### src/rtl/core_mem_interface.sv
// Arbitrates an instruction-fetch port and a data port onto one variable-latency memory bus.
// Define CORE_MEM_RR_EN for round-robin arbitration of simultaneous requests (default: data wins).
module core_mem_interface #(
  parameter int ADDR_W  = 16,
  parameter int DATA_W  = 16,
  parameter int TIMEOUT = 15
) (
  input  logic              clk,
  input  logic              rst,
  input  logic              if_req,
  input  logic [ADDR_W-1:0] if_addr,
  output logic [DATA_W-1:0] if_rdata,
  output logic              if_ack,
  input  logic              d_req,
  input  logic              d_we,
  input  logic [ADDR_W-1:0] d_addr,
  input  logic [DATA_W-1:0] d_wdata,
  output logic [DATA_W-1:0] d_rdata,
  output logic              d_ack,
  output logic              err,
  output logic              stall,
  output logic              mem_req,
  output logic              mem_we,
  output logic [ADDR_W-1:0] mem_addr,
  output logic [DATA_W-1:0] mem_wdata,
  input  logic [DATA_W-1:0] mem_rdata,
  input  logic              mem_ack
);

  localparam logic [1:0] IDLE = 2'd0;
  localparam logic [1:0] BUSY = 2'd1;
  localparam logic [1:0] DONE = 2'd2;

  logic [1:0]        state_reg;
  logic              owner_d_reg;
  logic              we_reg;
  logic              err_reg;
  logic [7:0]        cnt_reg;
  logic [ADDR_W-1:0] mem_addr_reg;
  logic [DATA_W-1:0] mem_wdata_reg;
  logic [DATA_W-1:0] if_rdata_reg;
  logic [DATA_W-1:0] d_rdata_reg;
  logic              grant_d;

`ifdef CORE_MEM_RR_EN
  // Set means the data port takes the next simultaneous request.
  logic prio_d_reg;

  assign grant_d = d_req & (~if_req | prio_d_reg);

  always_ff @(posedge clk or negedge rst) begin
    if (!rst) begin
      prio_d_reg <= 1'b1;
    end else if (state_reg == IDLE && (if_req || d_req)) begin
      prio_d_reg <= ~grant_d;
    end
  end
`else
  assign grant_d = d_req;
`endif

  always_ff @(posedge clk or negedge rst) begin
    if (!rst) begin
      state_reg     <= IDLE;
      owner_d_reg   <= 1'b0;
      we_reg        <= 1'b0;
      err_reg       <= 1'b0;
      cnt_reg       <= 8'd0;
      mem_addr_reg  <= '0;
      mem_wdata_reg <= '0;
      if_rdata_reg  <= '0;
      d_rdata_reg   <= '0;
    end else begin
      case (state_reg)
        IDLE: begin
          if (if_req || d_req) begin
            state_reg    <= BUSY;
            owner_d_reg  <= grant_d;
            we_reg       <= grant_d & d_we;
            mem_addr_reg <= grant_d ? d_addr : if_addr;
            cnt_reg      <= 8'd0;
            if (grant_d) mem_wdata_reg <= d_wdata;
          end
        end
        BUSY: begin
          // A late mem_ack on the final allowed cycle still counts as success.
          if (mem_ack) begin
            state_reg <= DONE;
            err_reg   <= 1'b0;
            if (!owner_d_reg)  if_rdata_reg <= mem_rdata;
            else if (!we_reg)  d_rdata_reg  <= mem_rdata;
          end else if (cnt_reg == 8'(TIMEOUT - 1)) begin
            state_reg <= DONE;
            err_reg   <= 1'b1;
            if (!owner_d_reg)  if_rdata_reg <= '1;
            else if (!we_reg)  d_rdata_reg  <= '1;
          end else begin
            cnt_reg <= cnt_reg + 8'd1;
          end
        end
        DONE: begin
          state_reg <= IDLE;
          err_reg   <= 1'b0;
        end
        default: state_reg <= IDLE;
      endcase
    end
  end

  assign mem_req   = (state_reg == BUSY);
  assign mem_we    = mem_req & we_reg;
  assign mem_addr  = mem_addr_reg;
  assign mem_wdata = mem_wdata_reg;
  assign if_rdata  = if_rdata_reg;
  assign d_rdata   = d_rdata_reg;
  assign if_ack    = (state_reg == DONE) & ~owner_d_reg;
  assign d_ack     = (state_reg == DONE) & owner_d_reg;
  assign err       = err_reg;
  assign stall     = (if_req & ~if_ack) | (d_req & ~d_ack);

endmodule

### config.mk
export PLATFORM = sky130hd
export DESIGN_NAME = core_mem_interface
export DESIGN_NICKNAME = d
export VERILOG_FILES = /design/src/rtl/core_mem_interface.sv
export SDC_FILE = /design/constraint.sdc
export NUM_CORES = 1
export LEC_CHECK = 0
export ABC_AREA = 0
export CORE_MARGIN = 2
export CORE_UTILIZATION = 43
export CTS_CLUSTER_SIZE = 25
export DETAILED_ROUTE_END_ITERATION = 10
export HOLD_SLACK_MARGIN = 0.03
export PLACE_DENSITY = 0.8
export SLEW_MARGIN = 20
export SYNTH_ARGS = -nofsm -noshare
export SYNTH_HDL_FRONTEND = slang
export SYNTH_SLANG_ARGS = --single-unit
### constraint.sdc
create_clock -name clk -period 3 [get_ports clk]
set_clock_uncertainty 0.15 [all_clocks]
set_input_delay 0.6 -clock clk [delete_from_list [all_inputs] [get_ports clk]]
set_output_delay 0.6 -clock clk [all_outputs]
set_load 0.01 [all_outputs]
==> key figures, run 1 <==
Final layout
  – Layout cells sized above 1: 14.0%
  – Final #Nets: 484
  – Area grow syn2layout: 49.3%
  – Multi-input gate area: 1320 sq um
  – Number of diodes: 0
  – Storage element area: around 1900 sq um
  – Number of fill cells: 618

Global routing
  – Initial antenna violation count: 0
  – Vias in the first global route: 2814
  – Largest net degree at the start of global routing: 78
  – First-pass GRT wire length: 13300 microns
  – GR Overflow Total: 0
  – GR Util All Layers: 19.3%

Power
  – P_sw: 1610 uW
  – Pwr Density: 961 nW/um^2
  – Internal power: 3220 uW
  – Sequential Power Share: ~37%
  – Peak supply drop: 0.495 mV
  – Clock power frac: between 10% and 20%
  – Leakage power: 0.00211 uW
  – Net Sw Frac: 33.4%
  – Combinational share of power: between 40% and 50%

Logic synthesis
  – Syn Area/Cell: 12.4 sq um
  – Mux cell area share after synthesis: ~11%
  – Synth Area in Simple Gates: 9.67%
  – Area of the mapped netlist: 3360 sq um
  – Fraction of registers with async set/reset: 100%
  – Xor-xnor portion of the synthesized cell area: 0%
  – Syn nets: 346
  – Seq/Total Area, Yosys: 57.3%
  – Synth Flop Type: dfrtp_1
  – Distinct cells, synth: 46
  – Compound-gate portion of the synthesized area: 16.3%
  – Largest family of logic cells by synthesized area: compound AO/OA/AOI/OAI gates
  – Synth Warn #: 0
  – Number of synthesized flops with an enable pin: 0
  – Post-Synth Adder-Cell Area: 1.86%
  – Gate Count Post-Synth: around 270
  – Synth Register Bits: 77

Clock network
  – TritonCTS clock tree: yes
  – Post-cts resize count: 0
  – Worst skew pair latency: 0.33 ns
  – Worst-case clock buffer depth: 2
  – Clk sink count: 77
  – TritonCTS Buffers: 9
  – Setup Fix Bufs, Post-CTS: 0
  – CTS root buffer: clkbuf_8
  – Clock transition at path regs: 0.09 ns
  – Hold_buf cts: 0
  – H-tree depth: 3

Worst setup path
  – Setup crit end kind: primary output
  – Worst R2R Setup Slack: 0.58 ns
  – Arr. time, crit path: 1.96 ns
  – Worst setup startpoint: state_reg[0]
  – Setup crit end: stall
  – CP required: roughly 2.3 ns
  – Worst reg2reg path endpoint: err
  – CP Max Fanout: 3
  – Worst r2r path cells: 6
  – Setup crit start kind: flop
  – Kind of critical path: reg2out
  – Critical R2R Launch: cnt_reg[0]

Timing
  – Tcrit/Tclk final: 90.2%
  – Hold Vio Cnt, Final: 0
  – Worst-margin pin slew: 0.964 ns
  – Slew HR: 35.7%
  – Post-layout minimum cycle time: 2.71 ns
  – Final Setup Violations: 0
  – Final Slew Violations: 0
  – FMAX: between 0.3 and 0.4 GHz
  – Setup TNS: 0 ns
  – RSZ-0062 raised after global routing: no
  – Fin Hold WS: between 0.2 and 0.25 ns

Floorplanning
  – Core area: roughly 7600 sq um
  – Die width: 92.5 microns
  – I/O Pins: 140
  – # rows: 32
  – Full die area: 8550 sq um
  – Die Height: between 90 and 100 microns
  – Initial Utilization: 44.0%

Routing
  – Metal2 WL: 3810 microns
  – Vias per cell: 5.19
  – Starting DRT DRC Count: between 100 and 150
  – Final wirelength: roughly 7900 microns
  – Routed via count: 2678
  – Drt wl/cell: 15.4 microns
  – Uppermost layer routed: met4
  – Met1 wire length: 3490 microns
  – Met3 WL: 511 microns
  – ANT nets after route: 0
  – # DRC: 0
  – Router iterations before antenna repair: 4

Placed design
  – Placer Congestion: 0.768
  – Hpwl dp: 5750 microns
  – Port Buffers: roughly 140

Run status
  – Status: finished clean

Flow run
  – Max_cap viols: 0

Min path
  – HP Class: in2async
-- logic make-up (layout without fill, tap and decap cells) --
| logic type | count (synthesis) | in the layout |
|---|---|---|
| simple gates | 60 | 60 |
| buf+inv | 23 | 166 |
| fa+ha+maj | 5 | 5 |
| flops | 77 | 77 |
| compound gates | 71 | 71 |
| mux | 35 | 35 |
-- metal layers --
metal	vias to the layer above	track usage (%)
li1	1261	-
met1	1306	25.3
met2	96	31.1
met3	15	5.13
met4	0	6.84
met5	-	0
-- worst min-delay path by stage --
stage / slack [ns] / cells past startpoint / startpoint / end
5_1_grt: 0.33 / 1 / rst / if_rdata[15]
3_5_place_dp: 0.32 / 2 / mem_addr[1] / mem_addr[1]
3_3_place_gp: 0.31 / 2 / mem_addr[0] / mem_addr[0]
6_report: 0.24 / 1 / rst / if_rdata[15]
2_1_floorplan: 0.15 / 0 / rst / cnt_reg[0]
4_1_cts: 0.29 / 1 / rst / d_rdata[15]
-- worst max-delay path, cell delays in order (launching register included) --
cell	delay, ns
dfrtp_1	0.35
inv_1	0.07
ha_1	0.23
nor2b_1	0.15
nor2_1	0.09
a2bb2oi_1	0.16
clkdlybuf4s50_1	0.56
-- power by group through the flow --
stage               combinational [uW]  sequential, uW  clock [uW]
finish                            2270            1780         784
global route                      2460            1840         847
global placement                  2240            1770           0
floorplan                          899            1960           0
detailed placement                2280            1800           0
CTS                               2290            1780         798
-- layout by cell type (no fill, tap or decap), types with 2 or more instances in the layout --
| cell type | count |
|---|---|
| o22a_2 | 6 |
| or2_2 | 2 |
| o21ai_0 | 18 |
| clkdlybuf4s50_1 | 138 |
| clkinv_2 | 2 |
| inv_1 | 6 |
| nand2_1 | 30 |
| and2_1 | 3 |
| dfrtp_1 | 77 |
| a2bb2oi_1 | 2 |
| a21oi_1 | 4 |
| ha_1 | 5 |
| clkbuf_8 | 9 |
| nor2_1 | 9 |
| and3_1 | 2 |
| buf_4 | 6 |
| a22o_1 | 2 |
| mux2i_1 | 16 |
| clkinv_4 | 3 |
| o22a_1 | 24 |
| mux2_2 | 19 |
| nand4b_1 | 2 |
| o21a_1 | 2 |
| nor2b_1 | 2 |
-- cells in the mapped netlist (2+ instances only) --
library cell,number,share of area [%]
and2_1,3,0.56
mux2i_1,16,4.8
dfrtp_1,77,57
buf_6,3,1.0
nand4b_1,2,0.52
o22a_1,24,6.2
o21a_1,2,0.45
a22o_1,2,0.52
nand2_1,30,3.3
o21ai_0,18,2.7
clkbuf_1,11,1.2
o22a_2,6,1.8
a2bb2oi_1,2,0.52
buf_2,2,0.30
mux2_2,19,6.4
nor2_1,9,1.0
nor2b_1,2,0.37
and3_1,2,0.37
or2_2,2,0.37
ha_1,5,1.9
inv_1,6,0.67
a21oi_1,4,0.60
-- layout make-up --
class                   count  share of cell area, %
flip-flops and latches     77                   38.4
clock inverters             7                   1.49
multi-input cells         171                   26.3
repair buffers            144                   28.4
inverters                   6                  0.448
well taps                 102                   2.54
clock buffers               9                   2.47
-- stage by stage --
stage	std cells	util, %	setup WS, ns	area, sq um	total power [uW]
finish	516	65.7	0.294	5020	4830
floorplan	271	-	0.676	3360	2860
global route	516	65.7	0.145	5020	5150
detailed placement	500	63.0	0.289	4820	4080
CTS	516	65.6	0.280	5020	4870
global placement	500	63.0	0.322	4820	4010
Power figures use the tool's default switching activity.
==> run 2: changes to the inputs <==
- TNS_END_PERCENT: default -> 5
==> results of run 2 <==
The final DEF is identical to that of run 1; final timing and power are the same.
==> run 3: changes to the inputs <==
- CORE_ASPECT_RATIO: default -> 1.25
==> key figures, run 3 (synthesized netlist as in run 1, its figures left out) <==
Clock network
  – TritonCTS Buffers: 9
  – CTS root buffer: clkbuf_8
  – TritonCTS clock tree: yes
  – Clock transition at path regs: 0.07 ns
  – Worst skew pair latency: about 0.34 ns
  – Clk sink count: 77
  – H-tree depth: 3
  – Post-cts resize count: 0
  – Worst-case clock buffer depth: 2
  – Hold_buf cts: 0
  – Setup Fix Bufs, Post-CTS: 0

Routing
  – Met3 WL: 826 microns
  – Routed via count: 2664
  – Final wirelength: 8040 microns
  – Vias per cell: 5.24
  – Drt wl/cell: 15.8 microns
  – Router iterations before antenna repair: 6
  – ANT nets after route: 0
  – Uppermost layer routed: met4
  – Starting DRT DRC Count: 111
  – Met1 wire length: 3190 microns
  – Metal2 WL: about 3900 microns
  – # DRC: 0

Floorplanning
  – # rows: 36
  – Core area: between 7000 and 8000 sq um
  – I/O Pins: 140
  – Die Height: 103 microns
  – Die width: approximately 83 microns
  – Full die area: approximately 8600 sq um
  – Initial Utilization: a little over two fifths

Worst setup path
  – Critical R2R Launch: cnt_reg[0]
  – Kind of critical path: in2out
  – Arr. time, crit path: 1.98 ns
  – Worst path slowest cell: clkdlybuf4s50_1
  – Setup crit start kind: input pin
  – Setup crit end kind: primary output
  – CP Max Fanout: 2
  – Worst reg2reg path endpoint: err
  – Critical path's largest stage delay: 0.55 ns
  – CP Cell Sequence: clkdlybuf4s50_1, inv_1, nor2_1, a2bb2oi_1, clkdlybuf4s50_1
  – CP top delay family: buffers and inverters
  – Worst setup startpoint: if_req
  – Crit path buf inv count: 3
  – Worst r2r path cells: 6
  – Crit-path most repeated cell: clkdlybuf4s50_1
  – Worst R2R Setup Slack: 0.58 ns
  – CP required: 2.25 ns

Timing
  – Setup TNS: 0 ns
  – Hold Vio Cnt, Final: 0
  – Slew HR: 36.2%
  – Fin Hold WS: 0.233 ns
  – FMAX: 0.366 GHz
  – Final WS setup: 0.271 ns
  – Final Setup Violations: 0
  – Post-layout minimum cycle time: 2.73 ns
  – RSZ-0062 raised after global routing: no
  – Final Slew Violations: 0
  – Tcrit/Tclk final: 91.0%
  – Worst-margin pin slew: 0.956 ns

Final layout
  – Most common cell after layout, fill and taps aside: clkdlybuf4s50_1
  – Area grow syn2layout: 47.9%
  – Non-Filler Instances: 508
  – Final #Nets: 486
  – Fin util: 64.6%
  – Number of diodes: 0
  – Layout cells sized above 1: 13.8%
  – Most frequent cells in the layout: clkdlybuf4s50_1 (138), dfrtp_1 (77), nand2_1 (30)

Flow run
  – Max_cap viols: 0

Global routing
  – GR Util All Layers: around 20%
  – GR Overflow Total: 0
  – Initial antenna violation count: 0
  – Largest net degree at the start of global routing: 78
  – First-pass GRT wire length: 13100 microns
  – Vias in the first global route: 2704

Placed design
  – Hpwl dp: 6050 microns
  – Port Buffers: 139
  – Placer Congestion: between 0.8 and 0.9
  – Pre-CTS worst setup slack: 0.273 ns
  – Dpl cells: 495

Min path
  – HP Class: in2async

Run status
  – Status: finished clean

Power
  – Pwr Density: 946 nW/um^2
  – Peak supply drop: 0.500 mV
  – Leakage power: 0.00209 uW
run 3: report_power, final:
group / total [uW] / leakage, uW / internal, uW / switching [uW]
clock: 642 / 0.0000836 / 304 / 338
combinational: 2300 / 0.00111 / 1330 / 962
sequential: 1770 / 0.000902 / 1510 / 262
total: 4710 / 0.00209 / 3150 / 1560
run 3: layer usage:
layer  GRT usage (%)  vias up
met5               0        -
met1            22.0     1281
met2            32.9      120
li1                -     1256
met3            9.05        7
met4            7.19        0
run 3: worst max-delay path by stage:
stage | to | slack (ns) | cells past startpoint
after detailed placement | stall | 0.27 | 5
after CTS | stall | 0.25 | 5
after global routing | stall | 0.18 | 6
final | stall | 0.27 | 5
after floorplan | stall | 0.68 | 4
after global placement | stall | 0.26 | 5
run 3: worst reg2reg max path, delay by kind of cell, from the launching register on:
| kind | cells | cell delay (ns) |
|---|---|---|
| AND/OR/NAND/NOR | 1 | 0.48 |
| AO/OA/AOI/OAI | 2 | 0.66 |
| adder cells (fa/ha/maj) | 1 | 0.14 |
| multiplexers | 1 | 0.35 |
| flip-flops | 1 | 0.42 |
| buffers and inverters | 1 | 0.09 |
run 3: stage by stage:
| step | cell area (sq um) | total power [uW] |
|---|---|---|
| finish | 4980 | 4710 |
| global placement | 4820 | 4040 |
| global route | 4980 | 5010 |
| floorplan | 3360 | 2860 |
| detailed placement | 4820 | 4110 |
| CTS | 4980 | 4770 |
run 3: cell type report:
type / count / area [sq um]
clock buffer: 10 / 138
inverter: 6 / 22.5
fill: 632 / 2730
multi-input combinational: 171 / 1310
sequential: 77 / 1930
timing repair buffer: 146 / 1440
tap: 95 / 119
clock inverter: 3 / 15.0
